`src/rtl/parity_check_sched.sv`:
```
// Round-robin scheduler sharing one external parity checker among NCH channels.
// Optional sticky per-channel error flags are enabled with `define PARCTL_STICKY_ERR_EN.
module parity_check_sched #(
  parameter int NCH = 4,
  parameter int DW  = 3,
  parameter int CW  = 8,
  localparam int CHW = (NCH > 1) ? $clog2(NCH) : 1
) (
  input  logic              clk,
  input  logic              rst,
  input  logic              en,
  input  logic [NCH-1:0]    req_valid,
  input  logic [NCH*DW-1:0] req_data,
  output logic [NCH-1:0]    req_ready,
  input  logic [NCH-1:0]    mode_cfg,
  output logic              chk_valid,
  output logic [DW-1:0]     chk_data,
  output logic              chk_mode,
  input  logic              chk_parity_ok,
  output logic              rsp_valid,
  output logic [CHW-1:0]    rsp_chan,
  output logic              rsp_ok,
  input  logic [CHW-1:0]    cnt_sel,
  input  logic              cnt_clr,
  output logic [CW-1:0]     err_cnt,
`ifdef PARCTL_STICKY_ERR_EN
  output logic [NCH-1:0]    err_flag,
  output logic              err_irq,
`endif
  output logic              idle
);

  typedef enum logic [1:0] {RUN, DRAIN, HALT} stateT;

  stateT          state_q, state_d;
  logic [CHW-1:0] rrPtr_q;
  logic           lastVld_q;
  logic           chkValid_q;
  logic [DW-1:0]  chkData_q;
  logic           chkMode_q;
  logic [CHW-1:0] tag1_q;
  logic           s2Vld_q;
  logic [CHW-1:0] tag2_q;
  logic           rspValid_q;
  logic [CHW-1:0] rspChan_q;
  logic           rspOk_q;
  logic [CW-1:0]  cnt_q [NCH];
  logic [CW-1:0]  cnt_d [NCH];

  logic           grantEn;
  logic           found;
  logic           accept;
  logic [CHW-1:0] gntIdx;
  logic [DW-1:0]  gntData;
  logic           gntMode;
  logic           pipeEmpty;
  int             base;

  assign grantEn   = (state_q == RUN) && en;
  assign pipeEmpty = !chkValid_q && !s2Vld_q && !rspValid_q;
  assign accept    = |(req_valid & req_ready);

  always_ff @(posedge clk or posedge rst) begin
    if (rst) state_q <= RUN;
    else     state_q <= state_d;
  end

  always_comb begin
    state_d = state_q;
    unique case (state_q)
      RUN:     if (!en) state_d = DRAIN;
      DRAIN:   if (en) state_d = RUN;
               else if (pipeEmpty) state_d = HALT;
      HALT:    if (en) state_d = RUN;
      default: state_d = RUN;
    endcase
  end

  // Until the first grant after reset the search starts at channel 0.
  always_comb begin
    req_ready = '0;
    gntIdx    = '0;
    found     = 1'b0;
    base      = lastVld_q ? int'(rrPtr_q) : NCH - 1;
    if (grantEn) begin
      for (int i = 1; i <= NCH; i++) begin
        for (int j = 0; j < NCH; j++) begin
          if (!found && j == (base + i) % NCH && req_valid[j]) begin
            found        = 1'b1;
            gntIdx       = CHW'(j);
            req_ready[j] = 1'b1;
          end
        end
      end
    end
  end

  always_comb begin
    gntData = '0;
    gntMode = 1'b0;
    for (int j = 0; j < NCH; j++) begin
      if (gntIdx == CHW'(j)) begin
        gntData = req_data[j*DW +: DW];
        gntMode = mode_cfg[j];
      end
    end
  end

  always_ff @(posedge clk or posedge rst) begin
    if (rst) begin
      rrPtr_q    <= '0;
      lastVld_q  <= 1'b0;
      chkValid_q <= 1'b0;
      chkData_q  <= '0;
      chkMode_q  <= 1'b0;
      tag1_q     <= '0;
      s2Vld_q    <= 1'b0;
      tag2_q     <= '0;
      rspValid_q <= 1'b0;
      rspChan_q  <= '0;
      rspOk_q    <= 1'b0;
    end else begin
      chkValid_q <= accept;
      if (accept) begin
        chkData_q <= gntData;
        chkMode_q <= gntMode;
        tag1_q    <= gntIdx;
        rrPtr_q   <= gntIdx;
        lastVld_q <= 1'b1;
      end
      s2Vld_q    <= chkValid_q;
      tag2_q     <= tag1_q;
      rspValid_q <= s2Vld_q;
      rspChan_q  <= s2Vld_q ? tag2_q : '0;
      rspOk_q    <= s2Vld_q & chk_parity_ok;
    end
  end

  // A clear of the selected channel overrides a same-cycle increment.
  always_comb begin
    cnt_d = cnt_q;
    for (int i = 0; i < NCH; i++) begin
      if (cnt_clr && cnt_sel == CHW'(i))
        cnt_d[i] = '0;
      else if (rspValid_q && !rspOk_q && rspChan_q == CHW'(i) && cnt_q[i] != '1)
        cnt_d[i] = cnt_q[i] + 1'b1;
    end
  end

  always_ff @(posedge clk or posedge rst) begin
    if (rst) begin
      for (int i = 0; i < NCH; i++) cnt_q[i] <= '0;
    end else begin
      cnt_q <= cnt_d;
    end
  end

  always_comb begin
    err_cnt = '0;
    for (int i = 0; i < NCH; i++)
      if (cnt_sel == CHW'(i)) err_cnt = cnt_q[i];
  end

`ifdef PARCTL_STICKY_ERR_EN
  logic [NCH-1:0] flag_q, flag_d;

  always_comb begin
    flag_d = flag_q;
    for (int i = 0; i < NCH; i++) begin
      if (cnt_clr && cnt_sel == CHW'(i))
        flag_d[i] = 1'b0;
      else if (rspValid_q && !rspOk_q && rspChan_q == CHW'(i))
        flag_d[i] = 1'b1;
    end
  end

  always_ff @(posedge clk or posedge rst) begin
    if (rst) flag_q <= '0;
    else     flag_q <= flag_d;
  end

  assign err_flag = flag_q;
  assign err_irq  = |flag_q;
`endif

  assign chk_valid = chkValid_q;
  assign chk_data  = chkData_q;
  assign chk_mode  = chkMode_q;
  assign rsp_valid = rspValid_q;
  assign rsp_chan  = rspChan_q;
  assign rsp_ok    = rspOk_q;
  assign idle      = (state_q == HALT);

endmodule

```
`config.mk`:
```
export PLATFORM = sky130hd
export DESIGN_NAME = parity_check_sched
export DESIGN_NICKNAME = d
export VERILOG_FILES = /design/src/rtl/parity_check_sched.sv
export SDC_FILE = /design/constraint.sdc
export NUM_CORES = 1
export LEC_CHECK = 0
export ABC_AREA = 1
export ABC_CLOCK_PERIOD_IN_PS = 2400
export CORE_ASPECT_RATIO = 2
export CORE_MARGIN = 3
export CORE_UTILIZATION = 40
export DETAILED_ROUTE_END_ITERATION = 12
export RECOVER_POWER = 100
export SYNTH_ARGS = -nofsm -noshare
export SYNTH_HDL_FRONTEND = slang
export SYNTH_SLANG_ARGS = --single-unit
```
`constraint.sdc`:
```
create_clock -name clk -period 2.4 [get_ports clk]
set_input_delay 0.36 -clock clk [delete_from_list [all_inputs] [get_ports clk]]
set_output_delay 0.36 -clock clk [all_outputs]
set_load 0.01 [all_outputs]
```
==> metrics.md <==
| Metric | Value |
|---|---|
| CP startpoint kind | flip-flop |
| CTS Buf Count | 5 |
| Crit Path Max Fanout | 4 |
| Largest net degree at the start of global routing | 50 |
| Yosys top cell area share | 0.4063 |
| Synthesized net count | 445 |
| Total GRT Usage | 0.2283 |
| Clock Tree Buf Depth | 2 |
| Vias in the first global route | between 3000 and 4000 |
| # DRC | 0 |
| Final Core Density | 0.6148 |
| Slew Limit Headroom | 0.2229 |
| R2R setup slack | -0.02 ns |
| Clk_lat worst skew | roughly 0.30 ns |
| Main flop type after synthesis | dfrtp_1 |
| Synthesis-to-finish area growth | 49.17% |
| Final min period | around 2.6 ns |
| Dpl cells | 600 |
| Synthesized area per cell | 7.290 um2 |
| Hold_buf cts | 0 |
| Pwr per Cell Area | between 900 and 1000 nW/um2 |
| Placed cell area | a little under 4000 um2 |
| Hold_sp | chk_valid |
| I/O Buffers | 48 |
| Asr flop ratio synth | 1.000 |
| Most common library cells after synthesis | inv_1 (70), nand2_1 (70), nor2_1 (59) |
| Post-synth EDFFs | 0 |
| RSZ-0062 raised after global routing | true |
| Post-Route WL | between 9000 and 10000 um |
| H-Tree Depth | 2 |
| Clk_skew | 0.003942 ns |
| First-pass GRT wire length | 14820 um |
| Hold Path Class | flip-flop to flip-flop |
| GR Util met1 | 0.1959 |
| Critical path's top delay family | buffers and inverters |
| GPL Wtd Cong | around 0.93 |
| Final Setup Violations | 9 |
| Chip width | about 67 um |
| Peak supply drop | 0.6374 mV |
| Crit-path slowest cell | dfrtp_2 |
| WHS Path Cells | 0 |
| Final Non-Filler Cells | ~630 |
| DR WL/cell | between 15 and 20 um |
| GR peak layer | met2 |
| Max cap viols | 0 |
| WP data arrival | 2.23 ns |
| PnR worst setup slack | -0.1947 ns |
| Final hold vios | 0 |
| Detailed Routing Iterations Pass 1 | 4 |
| Fin. max-slew vios | 0 |
| Grt total ovfl | 0 |
| Critical Path RT | slightly above 2 ns |
| Share of layout cells above drive strength 1 | 0.2626 |
| Die area | 8686 um2 |
| Cells along the critical path | inv_4 -> nand4_1 -> buf_4 -> buf_4 -> buf_4 -> buf_4 -> buf_4 -> nand3b_1 -> clkinv_2 -> a21oi_4 -> buf_2 |
| Die Span Y | between 100 and 150 um |
| Peak Freq | just under 400 MHz |
| Starting Density | 0.4122 |
| Register area share after synthesis | 0.4063 |
| Diodes inserted | 0 |
| Detailed-route via count | around 3300 |
| Worst Tran Pin Value | around 1.2 ns |
| Max incr delay on CP | ~0.45 ns |
| Antenna violations before repair | 0 |
| Crit path capture type | output port |
| TritonCTS clock tree | done |
| Core Region | around 7300 um2 |
| #FFs+latches synth | 49 |
| Crit Path Class | flip-flop to output port |
| CP bufs+invs | 8 |
| Post-Syn Area | ~3000 um2 |
| CP dominant cell by count | buf_4 |
| Mapped Cells | just over 400 |
| Design Area, Final | around 4500 um2 |
| GR Util met3 | 0.03144 |
| Via density | ~5.2 |
| Tightest hold margin | 0.4228 ns |
| Run status | finished, violations left |
| Hold worst-path end | s2Vld_q |
| Yosys top cell by area | dfrtp_1 |
| Reg2reg start | tag1_q[0] |
| Clock transition at the registers of the reported paths | roughly 0.070 ns |
| CTS sink count | 49 |
| Pleak | 2.138 nW |
| Reg-to-reg endpoint | chk_data[0] |
| Root Driver | clkbuf_16 |
| Worst r2r path cells | 19 |
| Grt met2 use | 0.4658 |
| Failing checks | negative setup slack |
| Synth cell types | 33 |
| Post-DRT Antenna Nets | 0 |
| Final period utilization | 1.081 |
| 1st-iter DRT viols | approximately 120 |
| Dpl hpwl | between 7000 and 8000 um |
| Ports | 49 |
| Synth top area cells | dfrtp_1 (41%), inv_1 (8.7%), nand2_1 (8.7%) |
| Warnings from Yosys | 0 |
| Row cnt | 44 |
| Layout net count | approximately 570 |
==> power breakdown <==
part | switching [mW] | internal [mW]
logic | 1.29 | 1.17
clock network | 0.336 | 0.399
registers | 0.166 | 0.995
total | 1.79 | 2.56
==> what timing repair did <==
item	CTS	global route
endpoints found under the setup margin	11	18
resized for setup	37	55
setup buffers	20	12
cloned	1	0
pin swaps	15	27
==> worst max path at each step <==
stage | startpoint | end | slack [ns] | depth (start not counted)
floorplan | tag1_q[0] | req_ready[3] | 0.34 | 13
global placement | req_valid[2] | req_ready[2] | -0.52 | 11
detailed placement | req_valid[2] | req_ready[2] | -0.53 | 11
CTS | tag1_q[1] | req_ready[2] | -0.24 | 12
global route | tag1_q[0] | req_ready[2] | -0.34 | 14
finish | tag1_q[1] | req_ready[2] | -0.19 | 11
==> routing by layer <==
| layer | vias up | routed length, um |
|---|---|---|
| met4 | 0 | 349 |
| met5 | - | 0 |
| met3 | 26 | 276 |
| li1 | 1611 | - |
| met1 | 1547 | 3037 |
| met2 | 73 | 5808 |
==> sequential cells by signal, indices dropped and copies added (netlist names) <==
register and flops:
chk_valid 1, rsp_chan 2, lastVld_q 1, state_q 2, tag1_q 2, chk_data 3, rsp_ok 1, rsp_valid 1
cnt_q 32, tag2_q 2, s2Vld_q 1, chk_mode 1
==> cell families after synthesis <==
group / count (synthesis) / share of synthesized area
and+or+nand+nor: 205 / 0.3279
buffers and inverters: 78 / 0.09701
AOI/OAI and AO/OA: 77 / 0.1492
DFF: 49 / 0.4063
adders and majority gates: 4 / 0.01658
xor gates and xnor gates: 1 / 0.002903
==> per-stage QoR <==
| stage | total power, mW | setup TNS, ns | setup slack [ns] |
|---|---|---|---|
| after floorplan | 2.154 | 0 | 0.3356 |
| after global placement | 2.964 | -3.328 | -0.5194 |
| after detailed placement | 2.979 | -3.636 | -0.5333 |
| after CTS | 4.037 | -1.315 | -0.2389 |
| after global routing | 4.629 | -2.373 | -0.3389 |
| final | 4.347 | -0.5404 | -0.1947 |
==> final cells by class <==
type,instances,area [um2]
tap,92,115.1
fill,655,2820
timing repair buffer,114,982.2
sequential,49,1229
clock inverter,3,28.78
inverter,78,301.5
clock buffer,5,125.1
multi-input combinational,288,1720
==> cells in the final DEF (no fill, tap or decap), drive strengths merged, types with 3 or more instances in the layout <==
cell / Yosys / routed
nand4: 13 / 13
o2111ai: 5 / 5
nand2: 74 / 75
nor2: 67 / 67
nand3: 30 / 30
inv: 76 / 77
dlygate4sd3: 0 / 14
nor4: 3 / 3
clkinv: 2 / 4
ha: 4 / 4
clkdlybuf4s50: 0 / 23
o21ai: 31 / 31
buf: 0 / 68
nor3: 15 / 15
clkbuf: 0 / 11
a21oi: 28 / 28
a221oi: 4 / 4
dfrtp: 49 / 49
Power figures use the tool's default switching activity.
